==> src/rtl/spi_reg_bridge.sv <==
// Byte-level command decoder between an SPI slave and a register bus.
// Each CS frame carries one command byte, then write data bytes or a single read.
module spi_reg_bridge #(
  parameter int          ADDR_WIDTH = 4,
  parameter logic [7:0]  ERR_CODE   = 8'hEE
) (
  input  logic                  clk,
  input  logic                  rst,
  input  logic [7:0]            rx_data,
  input  logic                  rx_valid,
  input  logic                  frame_idle,
  output logic [7:0]            tx_data,
  output logic                  tx_valid,
  output logic [ADDR_WIDTH-1:0] bus_addr,
  output logic [7:0]            bus_wdata,
  output logic                  bus_we,
  output logic                  bus_re,
  input  logic [7:0]            bus_rdata,
  output logic                  cmd_error
);

  typedef enum logic [2:0] {
    S_IDLE,
    S_WRITE,
    S_RD_ISSUE,
    S_RD_CAPTURE,
    S_DISCARD
  } state_t;

  // Command address bits above the implemented range must be zero.
  localparam logic [7:0] ILLEGAL_MASK = 8'h7F & ~((8'd1 << ADDR_WIDTH) - 8'd1);

  state_t                  state_q, state_d;
  logic [ADDR_WIDTH-1:0]   addr_q, addr_d;
  logic [7:0]              count_q, count_d;
  logic                    idle_prev_q, idle_prev_d;
  logic                    armed_q, armed_d;
  logic                    end_pend_q, end_pend_d;
  logic [7:0]              tx_data_q, tx_data_d;
  logic                    tx_valid_q, tx_valid_d;
  logic [ADDR_WIDTH-1:0]   bus_addr_q, bus_addr_d;
  logic [7:0]              bus_wdata_q, bus_wdata_d;
  logic                    bus_we_q, bus_we_d;
  logic                    bus_re_q, bus_re_d;
  logic                    cmd_error_q, cmd_error_d;

  logic                    byte_ok;
  logic                    frame_end;
  logic                    cmd_illegal;
  logic [ADDR_WIDTH-1:0]   cmd_addr;

  // A byte arriving as the frame closes is dropped.
  assign byte_ok     = rx_valid & ~frame_idle;
  assign frame_end   = frame_idle & ~idle_prev_q;
  assign cmd_illegal = |(rx_data & ILLEGAL_MASK);
  assign cmd_addr    = rx_data[ADDR_WIDTH-1:0];

  always_comb begin
    state_d     = state_q;
    addr_d      = addr_q;
    count_d     = count_q;
    idle_prev_d = frame_idle;
    // Commands are only trusted once an idle gap has been seen, so a reset
    // landing mid-frame does not misread a data byte as a command.
    armed_d     = armed_q | frame_idle;
    end_pend_d  = end_pend_q;
    tx_data_d   = tx_data_q;
    tx_valid_d  = 1'b0;
    bus_addr_d  = bus_addr_q;
    bus_wdata_d = bus_wdata_q;
    bus_we_d    = 1'b0;
    bus_re_d    = 1'b0;
    cmd_error_d = 1'b0;

    unique case (state_q)
      S_IDLE: begin
        end_pend_d = 1'b0;
        if (byte_ok && armed_q) begin
          if (cmd_illegal) begin
            cmd_error_d = 1'b1;
            tx_valid_d  = 1'b1;
            tx_data_d   = ERR_CODE;
            state_d     = S_DISCARD;
          end else if (rx_data[7]) begin
            addr_d  = cmd_addr;
            count_d = 8'd0;
            state_d = S_WRITE;
          end else begin
            bus_re_d   = 1'b1;
            bus_addr_d = cmd_addr;
            state_d    = S_RD_ISSUE;
          end
        end
      end

      S_WRITE: begin
        if (frame_end) begin
          if (count_q != 8'd0) begin
            tx_valid_d = 1'b1;
            tx_data_d  = count_q;
          end
          count_d = 8'd0;
          state_d = S_IDLE;
        end else if (byte_ok) begin
          bus_we_d    = 1'b1;
          bus_addr_d  = addr_q;
          bus_wdata_d = rx_data;
          addr_d      = addr_q + ADDR_WIDTH'(1);
          count_d     = (count_q == 8'hFF) ? count_q : count_q + 8'd1;
        end
      end

      // bus_re is on the bus this cycle; read data lands next cycle.
      S_RD_ISSUE: begin
        if (frame_end) end_pend_d = 1'b1;
        state_d = S_RD_CAPTURE;
      end

      S_RD_CAPTURE: begin
        tx_valid_d = 1'b1;
        tx_data_d  = bus_rdata;
        end_pend_d = 1'b0;
        state_d    = (end_pend_q || frame_end) ? S_IDLE : S_DISCARD;
      end

      S_DISCARD: begin
        if (frame_end) state_d = S_IDLE;
      end

      default: state_d = S_IDLE;
    endcase
  end

  always_ff @(posedge clk or posedge rst) begin
    if (rst) begin
      state_q     <= S_IDLE;
      addr_q      <= '0;
      count_q     <= 8'd0;
      idle_prev_q <= 1'b1;
      armed_q     <= 1'b0;
      end_pend_q  <= 1'b0;
      tx_data_q   <= 8'h00;
      tx_valid_q  <= 1'b0;
      bus_addr_q  <= '0;
      bus_wdata_q <= 8'h00;
      bus_we_q    <= 1'b0;
      bus_re_q    <= 1'b0;
      cmd_error_q <= 1'b0;
    end else begin
      state_q     <= state_d;
      addr_q      <= addr_d;
      count_q     <= count_d;
      idle_prev_q <= idle_prev_d;
      armed_q     <= armed_d;
      end_pend_q  <= end_pend_d;
      tx_data_q   <= tx_data_d;
      tx_valid_q  <= tx_valid_d;
      bus_addr_q  <= bus_addr_d;
      bus_wdata_q <= bus_wdata_d;
      bus_we_q    <= bus_we_d;
      bus_re_q    <= bus_re_d;
      cmd_error_q <= cmd_error_d;
    end
  end

  assign tx_data   = tx_data_q;
  assign tx_valid  = tx_valid_q;
  assign bus_addr  = bus_addr_q;
  assign bus_wdata = bus_wdata_q;
  assign bus_we    = bus_we_q;
  assign bus_re    = bus_re_q;
  assign cmd_error = cmd_error_q;

endmodule

==> config.mk <==
export PLATFORM = sky130hd
export DESIGN_NAME = spi_reg_bridge
export DESIGN_NICKNAME = d
export VERILOG_FILES = /design/src/rtl/spi_reg_bridge.sv
export SDC_FILE = /design/constraint.sdc
export NUM_CORES = 1
export LEC_CHECK = 0
export CAP_MARGIN = 30
export CORE_MARGIN = 5
export CORE_UTILIZATION = 40
export DETAILED_ROUTE_END_ITERATION = 7
export HOLD_SLACK_MARGIN = 0.1
export PLACE_DENSITY_LB_ADDON = 0.12
export SLEW_MARGIN = 20
export SYNTH_ARGS = -nofsm -noshare
export SYNTH_HDL_FRONTEND = slang
export SYNTH_SLANG_ARGS = --single-unit
==> constraint.sdc <==
create_clock -name clk -period 3.8 [get_ports clk]
set_clock_uncertainty 0.05 [all_clocks]
set_input_delay 0.57 -clock clk [delete_from_list [all_inputs] [get_ports clk]]
set_output_delay 0.57 -clock clk [all_outputs]
set_load 0.02 [all_outputs]
==> results.cfg, run 1 <==
[sta]
fin_ws_ns = 1.32
max_freq_mhz = 403
hold_ws_ns = 0.438
rsz0062_at_grt = false
finalMaxSlewViolations = 0
fin_crit_sh_pct = 65.3
hold_viol = 0
slew_headroom_pct = 36.2
min_period_ns = 2.48
worst_pin_slew_ns = 0.957
finalSetupViolCount = 0
tns_ns = 0

[global_route]
track_usage_pct = 15.9
antenna_found_initial = 0
grt_pass1_vias = 1917
overflow = 0
grt_max_degree = 43
grt_pass1_wl_um = 9340

[layout]
instances_no_fill = 342
final_core_util_pct = 51.0
design_area_um2 = 2830
num-nets-final = 292
final_layout_size_suffix_gt1_share_pct = 11.1
diodes = 0
fill_cells = 530
area_growth_pct = 23.6

[drt]
vias = 1837
wl_per_cell_um = 15.9
drt_first_iter_violations = 72
viasPerCell = 5.37
drc = 0
antenna_left = 0
drt-pass1-iter-count = 4
routed_wl_um = 5430

[synthesis]
synthesis.nets = 251
ys_async_sr_fraction_pct = 100
postSynthAreaPerCell_um2 = 10.0
synth-seq-area-share_pct = 46.0
yosys_most_used_dff = dfrtp_1
synth_edf_count = 0
synth.ff_latch_count = 42
syn-instance-count = 228
syn_area_um2 = 2290
ys.warnings.count = 0
synthDistinctLibCells = 59

[cts]
cts.sinks = 42
ctsRootBufferMaster = clkbuf_8
clk_latency_ns = 0.29
clk_pin_slew_ns = 0.08
h-tree-depth = 2
cts_hold_buf = 0
cts_tree = built
ctsResizeCount = 0
post_cts_buffers = 0
cts_buffers = 5
clk_path_buf_depth = 2

[critical_path]
path_max_fanout = 9
start_kind = input pin
r2r_start = state_q[1]
path_class = in2reg
end_kind = register
endpoint = tx_data[4]
r2r_setup_slack_ns = 1.46
regToRegEndpoint = count_q[4]
cp.required_ns = 3.92
cp-startpoint = frame_idle
reg2reg_depth = 4
cp.arrival_ns = 2.60

[place]
placedInstanceArea_um2 = 2740
dp_cells = 334
portBuffers = 43
place_ws_ns = 0.995
routabilityCongestion = 0.796
dpl.hpwl_um = 3920

[power]
switching_power_mw = 0.539
sw_frac_of_total_pct = 35.6
p_leak_nw = 1.20
intPower_mw = 0.974
power_mw = 1.51
seqPwrFrac_pct = 45.1
powerDensity_nw_per_um2 = 535
peakVddDrop_mv = 0.259
comb_power_share_pct = 35.0
clkPwrFrac_pct = 19.8

[die]
die_y_um = 85.6
die_x_um = 85.6
initial_core_util_pct = 41.3
row_count = 27
coreArea_um2 = 5540
num_io_pins = 44
design.die.area_um2 = 7330

[min_path]
hp-class = reg2reg
hold_path_startpoint = tx_data[0]

[run_status]
status = finished clean

[job]
maxCapViolCount = 0
==> layout make-up <==
cell class | count | area, um2 | area share (%)
Clock buffer | 7 | 86.3 | 3.05
Clock inverter | 1 | 5.00 | 0.177
Tap cell | 72 | 90.1 | 3.19
Multi-Input combinational cell | 166 | 1120 | 39.6
Sequential cell | 42 | 1050 | 37.2
Timing Repair Buffer | 44 | 438 | 15.5
Inverter | 10 | 37.5 | 1.33
==> logic make-up (layout without fill, tap and decap cells) <==
group / Yosys count / after routing / share of synthesized area, %
compound gates: 45 / 45 / 15.0
fa+ha+maj: 3 / 3 / 1.64
mux: 16 / 16 / 7.39
simple gates: 102 / 102 / 24.8
buf+inv: 20 / 62 / 5.09
flops: 42 / 42 / 46.0
==> routing by layer <==
| layer | GRT usage [%] | up-vias | routed length (um) |
|---|---|---|---|
| met5 | 0 | - | 0 |
| met4 | 4.17 | 0 | 55 |
| met3 | 3.94 | 4 | 269 |
| met2 | 23.7 | 49 | 2400 |
| met1 | 23.0 | 889 | 2700 |
| li1 | - | 895 | - |
==> Yosys cell counts, types with 2 or more instances <==
library cell | n | share of area (%)
nand3_1 | 7 | 1.5
buf_4 | 2 | 0.66
nand2_1 | 43 | 7.1
o21ai_0 | 8 | 1.8
nand2b_1 | 3 | 0.82
dfrtp_1 | 41 | 45
a211oi_1 | 3 | 0.98
buf_6 | 4 | 2.0
ha_1 | 3 | 1.6
a21oi_1 | 6 | 1.3
inv_1 | 9 | 1.5
buf_2 | 3 | 0.66
nor2_1 | 12 | 2.0
nor4_1 | 2 | 0.55
nor2b_1 | 3 | 0.82
nand4_1 | 3 | 0.82
a31oi_1 | 5 | 1.4
mux2_2 | 5 | 2.5
o31ai_1 | 2 | 0.66
and3_1 | 4 | 1.1
mux2i_1 | 9 | 3.9
mux2_1 | 2 | 0.98
nor3_1 | 4 | 0.88
o211ai_1 | 2 | 0.66
or3_1 | 3 | 0.82
a2bb2oi_1 | 7 | 2.7
==> worst min-delay path by stage <==
stage / slack, ns / depth (start not counted) / end
after floorplan: 0.43 / 2 / end_pend_q
after global placement: 0.42 / 2 / bus_wdata[4]
after detailed placement: 0.41 / 2 / bus_wdata[5]
after CTS: 0.44 / 2 / bus_wdata[5]
after global routing: 0.47 / 2 / bus_wdata[5]
final: 0.44 / 1 / tx_data[0]
==> critical path, stage by stage <==
cell and delay, ns:
clkdlybuf4s50_1 0.50, nor2b_1 0.58, nand4_2 0.28, a21oi_4 0.32, mux2_1 0.35
==> sequential cells by signal, indices dropped and copies added, names as in the netlist <==
| register | count |
|---|---|
| bus_re | 1 |
| bus_addr | 4 |
| bus_we | 1 |
| idle_prev_q | 1 |
| tx_valid | 1 |
| count_q | 8 |
| tx_data | 8 |
| cmd_error | 1 |
| addr_q | 4 |
| end_pend_q | 1 |
| bus_wdata | 8 |
| armed_q | 1 |
| state_q | 3 |
==> layout by cell type (no fill, tap or decap), types with 2 or more instances in the layout <==
| cell | synthesis | layout |
|---|---|---|
| nand2_1 | 43 | 43 |
| clkdlybuf4s50_1 | 0 | 43 |
| dfrtp_1 | 41 | 41 |
| nor2_1 | 12 | 12 |
| inv_1 | 9 | 9 |
| mux2i_1 | 9 | 9 |
| o21ai_0 | 8 | 8 |
| nand3_1 | 7 | 7 |
| a2bb2oi_1 | 7 | 7 |
| a21oi_1 | 6 | 6 |
| clkbuf_8 | 0 | 6 |
| mux2_2 | 5 | 5 |
| a31oi_1 | 5 | 5 |
| nor3_1 | 4 | 4 |
| and3_1 | 4 | 4 |
| nor2b_1 | 3 | 3 |
| or3_1 | 3 | 3 |
| nand2b_1 | 3 | 3 |
| nand4_1 | 3 | 3 |
| a211oi_1 | 3 | 3 |
| ha_1 | 3 | 3 |
| o31ai_1 | 2 | 2 |
| o211ai_1 | 2 | 2 |
| nor4_1 | 2 | 2 |
| mux2_1 | 2 | 2 |
==> power by group through the flow <==
stage               registers [mW]  clock network (mW)  logic [mW]
detailed placement           0.690                   0       0.535
finish                       0.683               0.300       0.530
CTS                          0.685               0.310       0.538
global route                 0.705               0.327       0.579
global placement             0.690                   0       0.530
floorplan                    0.718                   0       0.292
(Power assumes the default switching activity.)
==> inputs of run 2 (changes only) <==
==> constraint.sdc (replaced) <==
create_clock -name clk -period 2.24 [get_ports clk]
set_clock_uncertainty 0.05 [all_clocks]
set_input_delay 0.336 -clock clk [delete_from_list [all_inputs] [get_ports clk]]
set_output_delay 0.336 -clock clk [all_outputs]
set_load 0.02 [all_outputs]
==> run 2 against run 1 <==
Cell count is 2.9% higher. Clock power grew 70%. First-iteration DRC count decreased by 24%. Largest cell class unchanged. Total power increased by 71%. Critical path type unchanged. Hold slack got worse by 0.016 ns. Global-route usage decreased by 0.22 points. Flip-flop and latch count unchanged. Non-clock buffer count increased by 10. Highest routed layer unchanged. Critical endpoint is now bus_addr[1]. Die area is the same.
==> results.cfg, run 2 (synthesized netlist as in run 1, its figures left out) <==
[cts]
cts.sinks = 42
h-tree-depth = 2
ctsRootBufferMaster = clkbuf_8
clk_latency_ns = 0.30
clk_path_buf_depth = 2
clk_pin_slew_ns = 0.08
post_cts_buffers = 0
ctsResizeCount = 0
cts_hold_buf = 0
cts_tree = built
cts_buffers = 5

[layout]
final_layout_size_suffix_gt1_share_pct = 13.9
area_growth_pct = 26.9
diodes = 0
num-nets-final = 302
most-common-layout-cells = 43 x nand2_1, 43 x clkdlybuf4s50_1, 41 x dfrtp_1
final_core_util_pct = 52.4

[sta]
finalSetupViolCount = 0
slew_headroom_pct = 64.6
worst_pin_slew_ns = 0.531
max_freq_mhz = 531
hold_viol = 0
tns_ns = 0
rsz0062_at_grt = false
fin_crit_sh_pct = 84.1
fin_ws_ns = 0.357
min_period_ns = 1.88
finalMaxSlewViolations = 0

[power]
clkPwrFrac_pct = 19.7
powerDensity_nw_per_um2 = 891
comb_power_share_pct = 35.9
intPower_mw = 1.67
p_leak_nw = 1.25
switching_power_mw = 0.912
power_mw = 2.59
seqPwrFrac_pct = 44.4
sw_frac_of_total_pct = 35.2
peakVddDrop_mv = 0.408

[critical_path]
path_max_fanout = 4
cp.required_ns = 2.38
path_class = in2reg
end_kind = register
cp.arrival_ns = 2.02
start_kind = input pin

[place]
routabilityCongestion = 0.816
place_ws_ns = 0.0407
portBuffers = 43
dpl.hpwl_um = 3960

[drt]
antenna_left = 0
drt-pass1-iter-count = 4
viasPerCell = 5.27
vias = 1855
drc = 0
drt_first_iter_violations = 55
routed_wl_um = 5330
wl_per_cell_um = 15.2

[die]
die_x_um = 85.6
num_io_pins = 44
row_count = 27
initial_core_util_pct = 41.3
die_y_um = 85.6
design.die.area_um2 = 7330
coreArea_um2 = 5540

[global_route]
track_usage_pct = 15.6
grt_max_degree = 43
grt_pass1_vias = 1820
antenna_found_initial = 0
overflow = 0
grt_pass1_wl_um = 9080

[run_status]
status = finished clean

[min_path]
hp-class = in2async

[job]
maxCapViolCount = 0
## run 2: through the flow
step           hold slack, ns  instances  area (um2)
2_1_floorplan           0.290        228        2290
3_3_place_gp            0.410        344        2810
3_5_place_dp            0.417        344        2810
4_1_cts                 0.436        352        2900
5_1_grt                 0.456        352        2900
6_report                0.422        352        2900
## run 2: power groups by stage
stage	clock network (mW)	logic (mW)	registers [mW]
global placement	0	0.935	1.16
detailed placement	0	0.946	1.16
CTS	0.529	0.947	1.15
floorplan	0	0.496	1.22
global route	0.550	1.02	1.19
finish	0.509	0.930	1.15
## run 2: worst max-delay path, stage by stage
cell and delay [ns]:
clkdlybuf4s50_1 0.47, or4b_4 0.60, nor2_4 0.11, o21ba_4 0.17, mux2_2 0.33
## run 2: final timing paths
| check | from | end | slack (ns) | cells past startpoint |
|---|---|---|---|---|
| worst max register to register | state_q[2] | bus_addr[1] | 0.43 | 4 |
| worst max-delay path | rx_data[4] | bus_addr[1] | 0.36 | 5 |
| max in group asynchronous | rst | idle_prev_q | 1.34 | 3 |
| worst min-delay path | rst | count_q[6] | 0.42 | 3 |
| min in group clk | bus_wdata[1] | bus_wdata[1] | 0.43 | 2 |
| worst min register to register | bus_wdata[1] | bus_wdata[1] | 0.43 | 2 |
## run 2: area by class of cell
| class | instances | area (um2) |
|---|---|---|
| fill | 551 | 2640 |
| multi-input combinational | 166 | 1120 |
| sequential | 42 | 1050 |
| timing repair buffer | 54 | 513 |
| clock buffer | 8 | 90.1 |
| tap | 72 | 90.1 |
| inverter | 10 | 37.5 |
## run 2: routing by layer
layer | GRT usage (%) | vias to the layer above | share of wire (%)
met2 | 23.2 | 48 | 42
met5 | 0 | - | 0
met4 | 5.47 | 0 | 1.9
met1 | 22.1 | 881 | 49
met3 | 4.03 | 8 | 6.5
li1 | - | 918 | -
==> inputs of run 3 (changes only) <==
==> constraint.sdc (replaced) <==
create_clock -name clk -period 1.8 [get_ports clk]
set_clock_uncertainty 0.05 [all_clocks]
set_input_delay 0.27 -clock clk [delete_from_list [all_inputs] [get_ports clk]]
set_output_delay 0.27 -clock clk [all_outputs]
set_load 0.02 [all_outputs]
==> run 3 against run 2 <==
Combinational power up 41%. Total power up 34%. Hold slack worse by 0.20 ns. Critical endpoint is now tx_data[4]. Cell area increased by 9.3%. Sequential power is 23% higher.
==> results.cfg, run 3 (synthesized netlist as in run 1, its figures left out) <==
[sta]
hold_ws_ns = 0.223
finalMaxSlewViolations = 0
tns_ns = 0
fin_crit_sh_pct = 96.6
hold_viol = 0
fin_ws_ns = 0.0611
worst_pin_slew_ns = 0.412
max_freq_mhz = 575
finalSetupViolCount = 0
min_period_ns = 1.74
slew_headroom_pct = 72.5

[die]
die_y_um = 85.6
design.die.area_um2 = 7330
row_count = 27
die_x_um = 85.6
coreArea_um2 = 5540
num_io_pins = 44
initial_core_util_pct = 41.3

[global_route]
track_usage_pct = 17.0
antenna_found_initial = 0
grt_max_degree = 43
grt_pass1_wl_um = 9960
overflow = 0
grt_pass1_vias = 1968

[critical_path]
end_kind = register
start_kind = register
cp.arrival_ns = 1.88
path_class = reg2reg
cp.required_ns = 1.94
path_max_fanout = 4
reg2reg_depth = 6

[cts]
cts_tree = built
h-tree-depth = 2
ctsRootBufferMaster = clkbuf_8
clk_pin_slew_ns = 0.08
clk_path_buf_depth = 2
cts_buffers = 5
clk_latency_ns = 0.30
cts.sinks = 42

[layout]
mostFrequentLayoutCell = nand2_1
instances_no_fill = 380
area_growth_pct = 38.7
final_layout_size_suffix_gt1_share_pct = 24.0
num-nets-final = 330
diodes = 0
most-common-layout-cells = 43 x nand2_1, 41 x clkdlybuf4s50_1, 40 x dfrtp_1

[power]
power_mw = 3.48
p_leak_nw = 1.41
comb_power_share_pct = 37.6
sw_frac_of_total_pct = 34.2
clkPwrFrac_pct = 21.6
seqPwrFrac_pct = 40.8
peakVddDrop_mv = 0.542
switching_power_mw = 1.19
powerDensity_nw_per_um2 = 1100
intPower_mw = 2.29

[drt]
antenna_left = 0
met1_length_um = 2720
routed_wl_um = 5700
wl_met3_um = 342
viasPerCell = 5.16
vias = 1959
highest_layer = met4
drt_first_iter_violations = 87
wl_met2_um = 2550
drt-pass1-iter-count = 4
drc = 0
wl_per_cell_um = 15.0

[place]
portBuffers = 43
routabilityCongestion = 0.821
dpl.hpwl_um = 4260
place_ws_ns = -0.291
dp_cells = 370

[min_path]
hp-class = in2reg
hold_depth = 3

[run_status]
status = finished clean

[job]
maxCapViolCount = 0
==> run 3: what timing repair did <==
item,4_1_cts,5_1_grt
hold buffers,0,0
resized for setup,0,8
buffers inserted,0,2
setup endpoints to repair,0,14
==> run 3: critical path, stage by stage (launching register included) <==
cell,delay [ns]
dfrtp_1,0.42
inv_1,0.10
ha_1,0.20
nor4b_2,0.16
and3_4,0.20
a21oi_4,0.17
mux2_1,0.33
==> run 3: worst paths after layout <==
kind	from	to	slack, ns
min in group asynchronous	rst	count_q[2]	0.28
min	rx_data[5]	bus_wdata[5]	0.22
min reg2reg	bus_wdata[5]	bus_wdata[5]	0.44
max in group asynchronous	rst	idle_prev_q	1.16
max reg2reg	count_q[0]	tx_data[4]	0.06
max	count_q[0]	tx_data[4]	0.06
==> run 3: metrics by stage <==
step	utilization, %	area (um2)
2_1_floorplan	-	2290
3_3_place_gp	54.5	3020
3_5_place_dp	54.5	3020
4_1_cts	56.5	3130
5_1_grt	57.2	3170
6_report	57.2	3170
==> run 3: area by class of cell <==
cell class                 count  area, um2
clock buffer                   6       72.6
tap                           72       90.1
inverter                      10       37.5
timing repair buffer          82        741
clock inverter                 2       37.5
sequential                    42       1050
multi-input combinational    166       1140
fill                         521       2370
==> run 3: metal layers <==
layer	up-vias	track usage, %
met2	45	24.6
met3	5	4.61
met5	-	0
met4	0	5.61
li1	971	-
met1	938	24.6
==> run 3: power groups by stage <==
stage	logic, mW	clock network (mW)	registers (mW)
after global routing	1.44	0.812	1.46
final	1.31	0.751	1.42
after global placement	1.27	0	1.43
after floorplan	0.617	0	1.52
after detailed placement	1.28	0	1.43
after CTS	1.29	0.767	1.42
